`src/rtl/alu_pkg.sv`:
```
// Shared opcodes, FSM encoding and command record for the ALU command issuer.
package alu_pkg;

   localparam logic [2:0] OP_ADD  = 3'd0;
   localparam logic [2:0] OP_SUB  = 3'd1;
   localparam logic [2:0] OP_MUL  = 3'd2;
   localparam logic [2:0] OP_DIV  = 3'd3;
   localparam logic [2:0] OP_AND  = 3'd4;
   localparam logic [2:0] OP_OR   = 3'd5;
   localparam logic [2:0] OP_XOR  = 3'd6;
   localparam logic [2:0] OP_NONE = 3'd7;

   typedef enum logic [2:0] {
      ST_IDLE  = 3'd0,
      ST_ISSUE = 3'd1,
      ST_WAIT  = 3'd2,
      ST_RESP  = 3'd3,
      ST_DRAIN = 3'd4
   } state_e;

   typedef struct packed {
      logic [2:0] op;
      logic [7:0] a;
      logic [7:0] b;
   } cmd_t;

   localparam int CMD_W = $bits(cmd_t);

   // OP_NONE is the only encoding the ALU core does not implement.
   function automatic logic op_is_valid(input logic [2:0] op);
      return op != OP_NONE;
   endfunction

endpackage

```
`src/rtl/alu_cmd_issuer_if.sv`:
```
// Command, response and ALU-side handshake bundle of the ALU command issuer.
interface alu_cmd_issuer_if;

   logic        cmd_valid;
   logic        cmd_ready;
   logic [2:0]  cmd_op;
   logic [7:0]  cmd_a;
   logic [7:0]  cmd_b;

   logic        rsp_valid;
   logic        rsp_ready;
   logic [2:0]  rsp_op;
   logic [15:0] rsp_result;
   logic        rsp_err;

   logic        alu_start;
   logic [2:0]  alu_op;
   logic [7:0]  alu_a;
   logic [7:0]  alu_b;
   logic [15:0] alu_result;
   logic        alu_done;

   modport master (
      input  cmd_valid, cmd_op, cmd_a, cmd_b,
      output cmd_ready,
      output rsp_valid, rsp_op, rsp_result, rsp_err,
      input  rsp_ready,
      output alu_start, alu_op, alu_a, alu_b,
      input  alu_result, alu_done
   );

   modport slave (
      output cmd_valid, cmd_op, cmd_a, cmd_b,
      input  cmd_ready,
      input  rsp_valid, rsp_op, rsp_result, rsp_err,
      output rsp_ready,
      input  alu_start, alu_op, alu_a, alu_b,
      output alu_result, alu_done
   );

endinterface

```
`src/rtl/alu_cmd_fifo.sv`:
```
// Command FIFO for the ALU issuer; wrap-bit pointers, pushes refused while full.
module alu_cmd_fifo
   import alu_pkg::*;
#(
   parameter int DEPTH = 4,
   parameter int WIDTH = CMD_W
) (
   input  logic                   clk,
   input  logic                   reset,
   input  logic                   push,
   input  logic [WIDTH-1:0]       push_data,
   input  logic                   pop,
   output logic [WIDTH-1:0]       pop_data,
   output logic                   full,
   output logic                   empty,
   output logic [$clog2(DEPTH):0] level
);

   localparam int          AW      = $clog2(DEPTH);
   localparam logic [AW:0] PTR_ONE = (AW+1)'(1);

   logic [AW:0]      wr_ptr_q, wr_ptr_d;
   logic [AW:0]      rd_ptr_q, rd_ptr_d;
   logic [WIDTH-1:0] mem_q [DEPTH];
   logic             do_push;
   logic             do_pop;

   // Same index with differing wrap bits means the writer is a full lap ahead.
   assign full    = (wr_ptr_q[AW] != rd_ptr_q[AW]) && (wr_ptr_q[AW-1:0] == rd_ptr_q[AW-1:0]);
   assign empty   = (wr_ptr_q == rd_ptr_q);
   assign do_push = push & ~full;
   assign do_pop  = pop & ~empty;

   always_comb begin
      wr_ptr_d = wr_ptr_q;
      rd_ptr_d = rd_ptr_q;
      if (do_push) begin
         wr_ptr_d = wr_ptr_q + PTR_ONE;
      end
      if (do_pop) begin
         rd_ptr_d = rd_ptr_q + PTR_ONE;
      end
   end

   always_ff @(posedge clk or posedge reset) begin
      if (reset) begin
         wr_ptr_q <= '0;
         rd_ptr_q <= '0;
      end else begin
         wr_ptr_q <= wr_ptr_d;
         rd_ptr_q <= rd_ptr_d;
      end
   end

   always_ff @(posedge clk) begin
      if (do_push) begin
         mem_q[wr_ptr_q[AW-1:0]] <= push_data;
      end
   end

   assign pop_data = mem_q[rd_ptr_q[AW-1:0]];
   assign level    = wr_ptr_q - rd_ptr_q;

endmodule

```
`src/rtl/alu_cmd_issuer.sv`:
```
// Issues queued commands one at a time to the ALU core and returns results,
// completing invalid opcodes and hung operations locally with an error flag.
module alu_cmd_issuer
   import alu_pkg::*;
#(
   parameter int DEPTH   = 4,
   parameter int TIMEOUT = 64
) (
   input  logic                   clk,
   input  logic                   reset,
   alu_cmd_issuer_if.master       bus,
   output logic                   busy,
   output logic [$clog2(DEPTH):0] fifo_level
);

   localparam int               CNT_W    = $clog2(TIMEOUT);
   localparam logic [CNT_W-1:0] CNT_LAST = CNT_W'(TIMEOUT - 1);
   localparam logic [CNT_W-1:0] CNT_ONE  = CNT_W'(1);

   state_e           state_q, state_d;
   cmd_t             cmd_q, cmd_d;
   logic [CNT_W-1:0] cnt_q, cnt_d;
   logic [15:0]      rsp_result_q, rsp_result_d;
   logic [2:0]       rsp_op_q, rsp_op_d;
   logic             rsp_err_q, rsp_err_d;

   cmd_t             push_cmd;
   cmd_t             head_cmd;
   logic [CMD_W-1:0] fifo_rd_data;
   logic             fifo_pop;
   logic             fifo_full;
   logic             fifo_empty;

   assign push_cmd = {bus.cmd_op, bus.cmd_a, bus.cmd_b};
   assign head_cmd = cmd_t'(fifo_rd_data);

   alu_cmd_fifo #(
      .DEPTH (DEPTH),
      .WIDTH (CMD_W)
   ) u_fifo (
      .clk       (clk),
      .reset     (reset),
      .push      (bus.cmd_valid),
      .push_data (push_cmd),
      .pop       (fifo_pop),
      .pop_data  (fifo_rd_data),
      .full      (fifo_full),
      .empty     (fifo_empty),
      .level     (fifo_level)
   );

   always_ff @(posedge clk or posedge reset) begin
      if (reset) begin
         state_q      <= ST_IDLE;
         cmd_q        <= '0;
         cnt_q        <= '0;
         rsp_result_q <= '0;
         rsp_op_q     <= '0;
         rsp_err_q    <= 1'b0;
      end else begin
         state_q      <= state_d;
         cmd_q        <= cmd_d;
         cnt_q        <= cnt_d;
         rsp_result_q <= rsp_result_d;
         rsp_op_q     <= rsp_op_d;
         rsp_err_q    <= rsp_err_d;
      end
   end

   always_comb begin
      state_d      = state_q;
      cmd_d        = cmd_q;
      cnt_d        = cnt_q;
      rsp_result_d = rsp_result_q;
      rsp_op_d     = rsp_op_q;
      rsp_err_d    = rsp_err_q;

      case (state_q)
         ST_IDLE: begin
            if (!fifo_empty) begin
               if (!op_is_valid(head_cmd.op)) begin
                  rsp_err_d    = 1'b1;
                  rsp_result_d = '0;
                  rsp_op_d     = OP_NONE;
                  state_d      = ST_RESP;
               end else begin
                  cmd_d   = head_cmd;
                  state_d = ST_ISSUE;
               end
            end
         end

         ST_ISSUE: begin
            cnt_d   = '0;
            state_d = ST_WAIT;
         end

         // A done sampled on the last allowed cycle still wins over the timeout.
         ST_WAIT: begin
            if (bus.alu_done) begin
               rsp_result_d = bus.alu_result;
               rsp_op_d     = cmd_q.op;
               rsp_err_d    = 1'b0;
               state_d      = ST_RESP;
            end else if (cnt_q == CNT_LAST) begin
               rsp_result_d = '0;
               rsp_op_d     = cmd_q.op;
               rsp_err_d    = 1'b1;
               state_d      = ST_RESP;
            end else begin
               cnt_d = cnt_q + CNT_ONE;
            end
         end

         ST_RESP: begin
            if (bus.rsp_ready) begin
               state_d = bus.alu_done ? ST_DRAIN : ST_IDLE;
            end
         end

         ST_DRAIN: begin
            if (!bus.alu_done) begin
               state_d = ST_IDLE;
            end
         end

         default: state_d = ST_IDLE;
      endcase
   end

   always_comb begin
      fifo_pop      = 1'b0;
      bus.alu_start = 1'b0;
      bus.rsp_valid = 1'b0;
      case (state_q)
         ST_IDLE:  fifo_pop      = ~fifo_empty;
         ST_ISSUE: bus.alu_start = 1'b1;
         ST_RESP:  bus.rsp_valid = 1'b1;
         default:  ;
      endcase
   end

   assign bus.cmd_ready  = ~fifo_full;
   assign bus.alu_op     = cmd_q.op;
   assign bus.alu_a      = cmd_q.a;
   assign bus.alu_b      = cmd_q.b;
   assign bus.rsp_result = rsp_result_q;
   assign bus.rsp_op     = rsp_op_q;
   assign bus.rsp_err    = rsp_err_q;
   assign busy           = (state_q != ST_IDLE) | ~fifo_empty;

endmodule

```
`src/flat_wrapper.sv`:
```
// flat-port wrapper written by rule: the top's interface ports become plain ports
module alu_cmd_issuer_flat import alu_pkg::*;
#(
   parameter int DEPTH   = 4,
   parameter int TIMEOUT = 64
)
  (clk, reset, busy, fifo_level, bus_cmd_valid, bus_cmd_op, bus_cmd_a, bus_cmd_b, bus_cmd_ready, bus_rsp_valid, bus_rsp_op, bus_rsp_result, bus_rsp_err, bus_rsp_ready, bus_alu_start, bus_alu_op, bus_alu_a, bus_alu_b, bus_alu_result, bus_alu_done);
  alu_cmd_issuer_if bus_i ();
  input  logic clk;
  input  logic reset;
  output logic busy;
  output logic [$clog2(DEPTH):0] fifo_level;
  input wire logic [$bits(bus_i.cmd_valid)-1:0] bus_cmd_valid;
  input wire logic [$bits(bus_i.cmd_op)-1:0] bus_cmd_op;
  input wire logic [$bits(bus_i.cmd_a)-1:0] bus_cmd_a;
  input wire logic [$bits(bus_i.cmd_b)-1:0] bus_cmd_b;
  output wire logic [$bits(bus_i.cmd_ready)-1:0] bus_cmd_ready;
  output wire logic [$bits(bus_i.rsp_valid)-1:0] bus_rsp_valid;
  output wire logic [$bits(bus_i.rsp_op)-1:0] bus_rsp_op;
  output wire logic [$bits(bus_i.rsp_result)-1:0] bus_rsp_result;
  output wire logic [$bits(bus_i.rsp_err)-1:0] bus_rsp_err;
  input wire logic [$bits(bus_i.rsp_ready)-1:0] bus_rsp_ready;
  output wire logic [$bits(bus_i.alu_start)-1:0] bus_alu_start;
  output wire logic [$bits(bus_i.alu_op)-1:0] bus_alu_op;
  output wire logic [$bits(bus_i.alu_a)-1:0] bus_alu_a;
  output wire logic [$bits(bus_i.alu_b)-1:0] bus_alu_b;
  input wire logic [$bits(bus_i.alu_result)-1:0] bus_alu_result;
  input wire logic [$bits(bus_i.alu_done)-1:0] bus_alu_done;
  assign bus_i.cmd_valid = bus_cmd_valid;
  assign bus_i.cmd_op = bus_cmd_op;
  assign bus_i.cmd_a = bus_cmd_a;
  assign bus_i.cmd_b = bus_cmd_b;
  assign bus_cmd_ready = bus_i.cmd_ready;
  assign bus_rsp_valid = bus_i.rsp_valid;
  assign bus_rsp_op = bus_i.rsp_op;
  assign bus_rsp_result = bus_i.rsp_result;
  assign bus_rsp_err = bus_i.rsp_err;
  assign bus_i.rsp_ready = bus_rsp_ready;
  assign bus_alu_start = bus_i.alu_start;
  assign bus_alu_op = bus_i.alu_op;
  assign bus_alu_a = bus_i.alu_a;
  assign bus_alu_b = bus_i.alu_b;
  assign bus_i.alu_result = bus_alu_result;
  assign bus_i.alu_done = bus_alu_done;
  alu_cmd_issuer #(.DEPTH(DEPTH), .TIMEOUT(TIMEOUT)) u_core (.clk(clk), .reset(reset), .bus(bus_i), .busy(busy), .fifo_level(fifo_level));
endmodule
```
`config.mk`:
```
export PLATFORM = sky130hd
export DESIGN_NAME = alu_cmd_issuer_flat
export DESIGN_NICKNAME = d
export VERILOG_FILES = /design/src/rtl/alu_pkg.sv /design/src/rtl/alu_cmd_issuer_if.sv /design/src/rtl/alu_cmd_fifo.sv /design/src/rtl/alu_cmd_issuer.sv /design/src/flat_wrapper.sv
export SDC_FILE = /design/constraint.sdc
export NUM_CORES = 1
export LEC_CHECK = 0
export CORE_ASPECT_RATIO = 0.75
export CORE_MARGIN = 4
export CORE_UTILIZATION = 53
export DETAILED_ROUTE_END_ITERATION = 16
export GPL_TIMING_DRIVEN = 0
export HOLD_SLACK_MARGIN = 0.02
export PLACE_DENSITY = 0.79
export SLEW_MARGIN = 20
export SYNTH_ARGS = -nofsm -noshare
export SYNTH_HDL_FRONTEND = slang
export SYNTH_SLANG_ARGS = --single-unit
```
`constraint.sdc`:
```
create_clock -name clk -period 3.45 [get_ports clk]
set_clock_uncertainty 0.05 [all_clocks]
set_input_delay 0.69 -clock clk [delete_from_list [all_inputs] [get_ports clk]]
set_output_delay 0.69 -clock clk [all_outputs]
set_load 0.03 [all_outputs]
```
# Word-level counts from Yosys, hierarchy flattened
# Memory sizes are Yosys's and may differ from the RTL's.
# Index checks and enable logic that the tools add are counted.
totals:
  regBits: 54
  ramBits: 76
  output_inout_bits: 46
  word_cells: 76
  mem_count: 1
mem_list:
  columns: ["memory", "words", "word_bits", "read_ports", "rd_clocked_by_memory_dff", "write_ports", "line_no", "text"]
  rows:
  - ["u_core.u_fifo.mem_q", 4, 19, 1, 0, 1, "alu_cmd_fifo.sv:24", "logic [WIDTH-1:0] mem_q [DEPTH];"]
op_classes:
  n_addsub: 4
  eq_ne: 16
  muxes: 31
  n_bitwise: 5
  n_reduce_logical: 9
op_table:
  columns: ["operator", "count"]
  rows:
  - ["16-bit two-way mux", 4]
  - ["16-bit one-hot mux with 2 select lines", 1]
  - ["3-bit two-way mux", 10]
  - ["3-bit one-hot mux with 5 select lines", 1]
  - ["6-bit two-way mux", 2]
  - ["2-bit inequality test (second input constant)", 6]
  - ["6-bit one-hot mux with 2 select lines", 1]
  - ["1-bit two-way mux", 9]
  - ["4-bit AND reduction", 2]
  - ["3-bit by 1-bit adder with 3-bit output (second input constant)", 2]
  - ["6-bit by 1-bit adder with 6-bit output (second input constant)", 1]
  - ["3-bit by 2-bit == test with 1-bit output (second input constant)", 2]
  - ["6-bit == test (second input constant)", 1]
  - ["3-bit one-hot mux with 2 select lines", 1]
  - ["3-bit AND reduction", 2]
  - ["2-bit nonzero test", 2]
  - ["3-bit by 1-bit == test with 1-bit output (second input constant)", 1]
  - ["3-bit == test", 1]
  - ["3-bit == test (second input constant)", 1]
  - ["3-bit logical NOT", 1]
  - ["3-bit by 2-bit inequality test with 1-bit output (second input constant)", 1]
  - ["3-bit inequality test (second input constant)", 1]
  - ["3-bit nonzero test", 1]
  - ["3-bit subtractor", 1]
  - ["8 further kinds", 10]

# Longest topological paths before layout
# Gate-level depths: netlist of run 1.
logic_depth:
  word_depth: 6
  mapped_depth: 9
  depth_no_buf: 6

# Cells and area by module
# From an unflattened synthesis of run 1, not the netlist that was laid out.
unflattened:
  cells_unflattened: 309
  area_unflattened_um2: 5312.6
modules_own_cells:
  columns: ["mod", "n_inst", "cells_each", "area_per_inst_um2", "seq_area_each_um2"]
  rows:
  - ["alu_cmd_fifo", 1, 144, 3189.3, 2432.3]
  - ["alu_cmd_issuer", 1, 165, 2123.3, 1201.2]

# Worst setup path after synthesis of run 1
# Ideal clock, no wire load.
synth_path:
  path_kind: "register -> register"
  from: "reg u_core.u_fifo.rd_ptr_q[1]"
  to: "mem u_core.u_fifo.mem_q[3][0] in the netlist's numbering (enable)"
  setup_time_ps: 379
  t_arrival_ps: 2226
  t_required_ps: 3021
  setup_slack_ps: 796
  stages_incl_launch_ff: 8
  n_path_buf: 2
  period_less_slack_ps: 2654
  cell_sequence: "dfrtp_1 > buf_2 > buf_1 > inv_1 > ha_1 > nand2_1 > o21a_1 > and2_1"
synth_between:
  elab_chain_cells: 6
synth_lines:
  columns: ["element", "line_no", "text"]
  rows:
  - ["start, declared", "alu_cmd_fifo.sv:23", "logic [AW:0] rd_ptr_q, rd_ptr_d;"]
  - ["start signal, assigned", "alu_cmd_fifo.sv:51", "rd_ptr_q <= rd_ptr_d;"]
  - ["2-bit == test", "alu_cmd_fifo.sv:29", "assign full = (wr_ptr_q[AW] != rd_ptr_q[AW]) && (wr_ptr_q[AW-1:0] == rd_ptr_q[AW-1:0]);"]
  - ["1-bit logical AND", "alu_cmd_fifo.sv:29", null]
  - ["1-bit inverter", "alu_cmd_fifo.sv:31", "assign do_push = push & ~full;"]
  - ["1-bit AND", "alu_cmd_fifo.sv:31", null]
  - ["1-bit two-way mux", "alu_cmd_fifo.sv:56", "if (do_push) begin"]
  - ["1-bit two-way mux (implied by the code)", "alu_cmd_fifo.sv:57", "mem_q[wr_ptr_q[AW-1:0]] <= push_data;"]
  - ["end, declared", "alu_cmd_fifo.sv:24", null]
# Every way passes these cells.

# Worst setup path after layout of run 1
layout_path:
  from: "reg u_core.u_fifo.rd_ptr_q[1]"
  to: "out busy"
layout_between:
  elab_chain_cells: 3
layout_lines:
  columns: ["element", "line_no", "text"]
  rows:
  - ["3-bit == test", "alu_cmd_fifo.sv:30", "assign empty = (wr_ptr_q == rd_ptr_q);"]
  - ["1-bit inverter (no line)", null, null]
  - ["1-bit bitwise OR", "alu_cmd_issuer.sv:150", "assign busy = (state_q != ST_IDLE) | ~fifo_empty;"]
  - ["end, declared", "flat_wrapper.sv:11", "output logic busy;"]
# Every way passes these cells.

==> key figures, run 1 <==
Outcome
  • Status: completed

Routing
  • ANT nets after route: 0
  • TritonRoute pass-1 iters: 5
  • Via count: 2966
  • Post-DR vias/cell: 5.42
  • Routed wire length: 10300 um
  • Drt wl/cell: 18.8 um
  • First-iteration detailed-routing DRC count: 249
  • # DRC: 0

Clock tree
  • CTS tree: yes
  • H-Tree Depth: 4
  • Clk_lat worst skew: 0.41 ns
  • Clock root buffer master: clkbuf_16
  • Cts bufs inserted: 17
  • PostCTS Resize Cnt: 0
  • Max clock buf depth: 2
  • Postcts setup bufs: 0
  • CTS clock-pin slew for the worst setup and hold paths: 0.06 ns
  • Clk sink count: 130

Place
  • GP Congestion: 0.785
  • Post-DP Area: 6260 um^2
  • Dpl ws: -0.0572 ns
  • IO buf count: 85
  • Placed cell count: 516
  • Hpwl dp: 6490 um

Yosys
  • Top-count cell post-synth: edfxtp_1
  • Post-synth top area cell: edfxtp_1
  • Syn nets: 348
  • Synth Register Bits: 130
  • Sequential area share after synthesis: 69.3%
  • Async SR Flop Fraction: 41.5%
  • Synth Instances: 299
  • Post-synthesis mux area share: 13.2%
  • Synth Area in Compound Gates: 6.63%
  • Primary FF master, synth: edfxtp_1
  • Syn Area/Cell: 17.5 um^2
  • Synthesis Warnings: 0
  • Top cell type's share of synthesized area: 43.5%
  • Synth cell types: 50
  • Post-Synth Simple-Gate Area: 4.79%
  • Post-synth EDFFs: 76
  • Top post-synthesis cells by area: edfxtp_1 44%, dfrtp_1 26%, mux4_2 6.9%
  • Most common library cells after synthesis: 76 x edfxtp_1, 54 x dfrtp_1, 16 x a22o_1, 16 x mux4_2, 14 x inv_1
  • Synth Cell Area: 5250 um^2
  • Post-synthesis xor/xnor area fraction: 1.17%
  • Adder-Cell Fraction of Synth Area: 2.29%
  • Largest family of logic cells by synthesized area: multiplexers

Finish
  • Area grow syn2layout: 30.3%
  • Nets@finish: 451
  • Register area: 3630 um^2
  • Design area: 6840 um^2
  • Post-Layout Cell Count: 547
  • Filler cells: 615
  • Area used by multi-input combinational logic: 1480 um^2
  • Fraction of layout cells with a size suffix above 1: 19.5%
  • # diodes: 0
  • Core Util, Final: 70.8%

STA
  • Fin crit period: 3.36 ns
  • Fin. Hold Viols: 0
  • # setup viols final: 0
  • Setup TNS: 0 ns
  • Final worst-path cycle share: 97.5%
  • Worst hold slack: 0.453 ns
  • RSZ-0062 raised after global routing: false
  • Slew margin rel.: 29.9%
  • Slew at the pin closest to its max-slew limit: 1.05 ns
  • Pins over their slew limit: 0
  • Max Fclk: 297 MHz
  • Worst setup margin: 0.0879 ns

Floorplan
  • Die ar.: 11600 um^2
  • Core box area: 9660 um^2
  • IO Pins: 86
  • FP Rows: 31
  • Initial core utilization: 54.3%
  • Die height: 94.2 um
  • Die extent in x: 123 um

Critical path
  • CP peak stage delay: 0.68 ns
  • Crit-path cells: buf_2 > inv_1 > ha_1 > nand4_1 > clkdlybuf4s50_1
  • Worst setup EP type: output port
  • CP Max Fanout: 19
  • CP max-delay cell: clkdlybuf4s50_1
  • Worst Path Arrival: 2.62 ns
  • Data required, critical path: 2.71 ns
  • Critical Path Start Type: flip-flop
  • Crit path kind: flip-flop to output port

Global route
  • Initial antenna violation count: 0
  • Pin count of the biggest net entering global routing: 55
  • Grt ovf: 0
  • First-pass GRT wire length: 16500 um
  • Tot GR Track Use: 19.4%
  • Vias in the first global route: 3128

Pwr
  • Power Total: 7.09 mW
  • Worst VDD drop: 0.505 mV
  • Pwr Density: 1040 nW/um^2
  • LEAKAGE: 2.60 nW

Min path
  • Worst hold path type: flip-flop to flip-flop

Job
  • Max-cap violations: 0
[layout by cell type (no fill, tap or decap), types with 7 or more instances in the layout]
cell and instances:
mux4_2 16, clkdlybuf4s50_1 85, a22o_1 16, dfrtp_1 54
nor2_1 10, edfxtp_1 76, mux2_4 8, mux2_2 11
inv_1 13, ha_1 8, clkbuf_16 17, nand3_1 7
nand2_1 9
[metal layers]
layer / part of all wire [%] / GRT usage (%) / vias to the layer above
met1: 43 / 24.6 / 1495
li1: - / - / 1367
met3: 6.6 / 6.20 / 15
met4: 1.4 / 8.20 / 0
met5: 0 / 0 / -
met2: 49 / 30.9 / 89
[area by class of cell]
cell class | count | share of cell area [%]
clock buffer | 17 | 6.22
clock inverter | 15 | 2.18
timing repair buffer | 85 | 12.4
sequential | 130 | 53.1
buffer | 11 | 1.21
tap | 132 | 2.42
multi-input combinational | 143 | 21.6
inverter | 14 | 0.805
[registers in the layout, summed over array words and instances, names as in the netlist]
signal / cells
u_core.u_fifo.wr_ptr_q: 3
u_core.u_fifo.mem_q: 76
u_core.state_q: 3
u_core.bus.alu_op: 3
u_core.bus.rsp_result: 16
u_core.u_fifo.rd_ptr_q: 3
u_core.cnt_q: 6
u_core.bus.rsp_op: 3
u_core.bus.alu_a: 8
u_core.bus.alu_b: 8
u_core.bus.rsp_err: 1
[timing repair]
| item | 4_1_cts | 5_1_grt |
|---|---|---|
| hold buffers | 0 | 0 |
| hold endpoints to repair | 0 | 0 |
| endpoints found under the setup margin | 78 | 0 |
[cells by family (layout without fill, tap and decap cells)]
kind of cell / count (synthesis) / count (layout)
adder cells (fa/ha/maj): 9 / 9
buffers and inverters: 26 / 142
multiplexers: 39 / 39
XOR/XNOR: 7 / 7
flip-flops: 130 / 130
AND/OR/NAND/NOR: 45 / 45
AO/OA/AOI/OAI: 43 / 43
[path summary, 6_finish.rpt]
check / endpoint / cells past startpoint / slack, ns / start
max reg2reg: u_core.u_fifo.mem_q[2][13] / 6 / 0.37 / u_core.u_fifo.rd_ptr_q[1]
max: busy / 5 / 0.09 / u_core.u_fifo.rd_ptr_q[1]
max in group asynchronous: u_core.u_fifo.rd_ptr_q[0] / 2 / 2.20 / reset
min: u_core.bus.rsp_result[1] / 1 / 0.45 / u_core.bus.rsp_result[1]
min reg2reg: u_core.bus.rsp_result[1] / 1 / 0.45 / u_core.bus.rsp_result[1]
min in group asynchronous: u_core.bus.alu_a[2] / 2 / 0.70 / reset
[worst max-delay path: cells and delay by family, from the launching register on]
family	cells	cell delay [ns]
buf+inv	3	1.26
fa+ha+maj	1	0.34
flops	1	0.49
simple gates	1	0.12
[where the power goes]
group / switching (mW) / internal [mW]
combinational: 1.58 / 1.34
sequential: 0.264 / 2.18
clock: 0.710 / 1.01
total: 2.56 / 4.53
Note: power is estimated with default switching activity, not from simulation.
==> inputs of run 2 (changes only) <==
--- a/config.mk
+++ b/config.mk
@@ -7,11 +7,11 @@
 export LEC_CHECK = 0
 export CORE_ASPECT_RATIO = 0.75
 export CORE_MARGIN = 4
-export CORE_UTILIZATION = 53
+export CORE_UTILIZATION = 48
 export DETAILED_ROUTE_END_ITERATION = 16
 export GPL_TIMING_DRIVEN = 0
 export HOLD_SLACK_MARGIN = 0.02
-export PLACE_DENSITY = 0.79
+export PLACE_DENSITY = 0.76
 export SLEW_MARGIN = 20
 export SYNTH_ARGS = -nofsm -noshare
 export SYNTH_HDL_FRONTEND = slang
==> constraint.sdc (replaced) <==
create_clock -name clk -period 3.03 [get_ports clk]
set_clock_uncertainty 0.05 [all_clocks]
set_input_delay 0.606 -clock clk [delete_from_list [all_inputs] [get_ports clk]]
set_output_delay 0.606 -clock clk [all_outputs]
set_load 0.03 [all_outputs]
==> run 2 against run 1 <==
Sequential cell count is the same. Core utilization fell by 5.3 points. Clock-buffer cell count is 5 higher. Sequential share of layout area decreased by 0.25 points. Register-to-register slack better by 0.14 ns. Setup slack improved by 0.0070 ns. Critical path depth unchanged. Global-route usage down 2.2 points. Wire length shrank 0.18%. Critical path type unchanged.
==> key figures, run 2 (synthesized netlist as in run 1, its figures left out) <==
Outcome
  • Status: completed

Pwr
  • Worst VDD drop: 0.567 mV
  • Clock share of power: 24.4%
  • Internal power: 5.28 mW
  • Psw: 2.80 mW
  • Switch share: 34.6%
  • Pwr Density: 1180 nW/um^2
  • LEAKAGE: 2.64 nW
  • Seq pwr share: 34.4%
  • Gate power share: 41.3%

Finish
  • # diodes: 0
  • Nets@finish: 451
  • Commonest non-fill, non-tap cell in the layout: clkdlybuf4s50_1
  • Fraction of layout cells with a size suffix above 1: 19.8%
  • Most frequent cells in the layout: 81 x clkdlybuf4s50_1, 76 x edfxtp_1, 54 x dfrtp_1, 17 x clkbuf_16
  • Max reg flops: 76
  • Area grow syn2layout: 30.9%
  • Core Util, Final: 65.5%

Clock tree
  • Clk sink count: 130
  • H-Tree Depth: 4
  • Postcts setup bufs: 0
  • CTS tree: yes
  • Clock root buffer master: clkbuf_16
  • Clk_lat worst skew: 0.40 ns
  • Post-CTS Hold Fix Bufs: 0
  • CTS clock-pin slew for the worst setup and hold paths: 0.05 ns
  • Max clock buf depth: 2
  • Cts bufs inserted: 17

STA
  • # setup viols final: 0
  • Slew at the pin closest to its max-slew limit: 0.702 ns
  • RSZ-0062 raised after global routing: false
  • Max Fclk: 341 MHz
  • Worst setup margin: 0.0949 ns
  • Pins over their slew limit: 0
  • Setup TNS: 0 ns
  • Final worst-path cycle share: 96.9%
  • Fin crit period: 2.94 ns
  • Fin. Hold Viols: 0
  • Slew margin rel.: 53.2%

Place
  • Dpl ws: -0.522 ns
  • GP Congestion: 0.813
  • Hpwl dp: 6600 um
  • IO buf count: 85

Floorplan
  • Core box area: 10500 um^2
  • Initial core utilization: 50.0%
  • FP Rows: 32
  • IO Pins: 86
  • Die ar.: 12700 um^2
  • Die extent in x: 129 um
  • Die height: 98.5 um

Global route
  • Initial antenna violation count: 0
  • Tot GR Track Use: 17.2%
  • Grt ovf: 0
  • First-pass GRT wire length: 16600 um
  • Vias in the first global route: 3151
  • Pin count of the biggest net entering global routing: 55

Critical path
  • Critical Path Start Type: flip-flop
  • Reg2Reg Depth: 6
  • Reg2reg end: u_core.u_fifo.mem_q[3][18]
  • Reg2reg setup slack: 0.51 ns
  • Crit path kind: flip-flop to output port
  • CP max-delay cell: clkdlybuf4s50_1
  • Worst Setup SP: u_core.u_fifo.wr_ptr_q[0]
  • Worst setup EP type: output port
  • Worst setup endpoint: fifo_level[1]
  • Data required, critical path: 2.37 ns
  • RR Startpoint: u_core.u_fifo.rd_ptr_q[1]
  • Crit-path cells: inv_1 > ha_1 > fa_1 > inv_1 > clkdlybuf4s50_1
  • Most common cell on crit path: inv_1
  • CP peak stage delay: 0.66 ns
  • CP Max Fanout: 4
  • Worst Path Arrival: 2.28 ns

Routing
  • Drt wl/cell: 18.7 um
  • First-iteration detailed-routing DRC count: 205
  • # DRC: 0
  • ANT nets after route: 0
  • Routed wire length: 10300 um
  • Post-DR vias/cell: 5.51
  • TritonRoute pass-1 iters: 4
  • Via count: 3034

Min path
  • Worst hold path type: flip-flop to flip-flop

Job
  • Max-cap violations: 0
[run 2: cell types whose count changed in the layout (fill, tap and decap cells not counted)]
cell,change
inv_6,-4
and2_2,+3
clkbuf_8,+3
clkbuf_1,+2
clkinvlp_4,+1
buf_2,-1
dlymetal6s2s_1,+4
and2_1,-3
inv_8,-1
clkinv_4,-6
buf_6,+1
clkinv_2,+4
bufinv_16,+1
clkdlybuf4s50_1,-4
[run 2: power by group through the flow]
stage	Combinational (mW)	Sequential, mW	Clock (mW)
CTS	3.38	2.78	2.00
global route	3.60	2.83	2.09
global placement	3.30	2.78	0
finish	3.33	2.78	1.97
floorplan	1.77	3.22	0
detailed placement	3.36	2.80	0
[run 2: final cells by class]
| class | instances | area, um^2 |
|---|---|---|
| buffer | 11 | 88.8 |
| clock buffer | 22 | 474 |
| clock inverter | 10 | 108 |
| fill | 747 | 3620 |
| inverter | 14 | 55.1 |
| multi-input combinational | 143 | 1480 |
| sequential | 130 | 3630 |
| tap | 136 | 170 |
| timing repair buffer | 85 | 861 |
[run 2: metal layers]
layer  vias up  share of wire, %  routed length [um]  GRT usage, %
met2       114                48                4930          26.8
met4         0              0.87                  89          3.95
li1       1379                 -                   -             -
met3        10               7.5                 775          7.26
met1      1531                44                4490          22.8
met5         -                 0                   0             0
[run 2: how the worst min path moves through the flow]
stage                               from                        end  depth (start not counted)
2_1_floorplan  u_core.u_fifo.rd_ptr_q[2]  u_core.u_fifo.rd_ptr_q[2]                          1
3_3_place_gp    u_core.bus.rsp_result[5]   u_core.bus.rsp_result[5]                          1
3_5_place_dp    u_core.bus.rsp_result[4]   u_core.bus.rsp_result[4]                          1
4_1_cts         u_core.bus.rsp_result[4]   u_core.bus.rsp_result[4]                          1
5_1_grt        u_core.bus.rsp_result[12]  u_core.bus.rsp_result[12]                          1
6_report        u_core.bus.rsp_result[4]   u_core.bus.rsp_result[4]                          1
[run 2: stage by stage]
step | cell area (um^2) | std cells | power (mW) | hold slack [ns]
floorplan | 5250 | 299 | 4.99 | 0.448
global placement | 6270 | 520 | 6.08 | 0.435
detailed placement | 6270 | 520 | 6.16 | 0.434
CTS | 6850 | 551 | 8.17 | 0.450
global route | 6870 | 551 | 8.52 | 0.464
finish | 6870 | 551 | 8.08 | 0.446
[run 2: critical path, delay by kind of cell (launching register included)]
kind	cells	cell delay, ns
buffers and inverters	3	0.88
flip-flops	1	0.39
adder cells (fa/ha/maj)	2	0.60
[run 2: what timing repair did]
action | in CTS | in global routing
setup endpoints to repair | 89 | 64
gates resized for setup | 2 | 8
gates cloned | 0 | 0
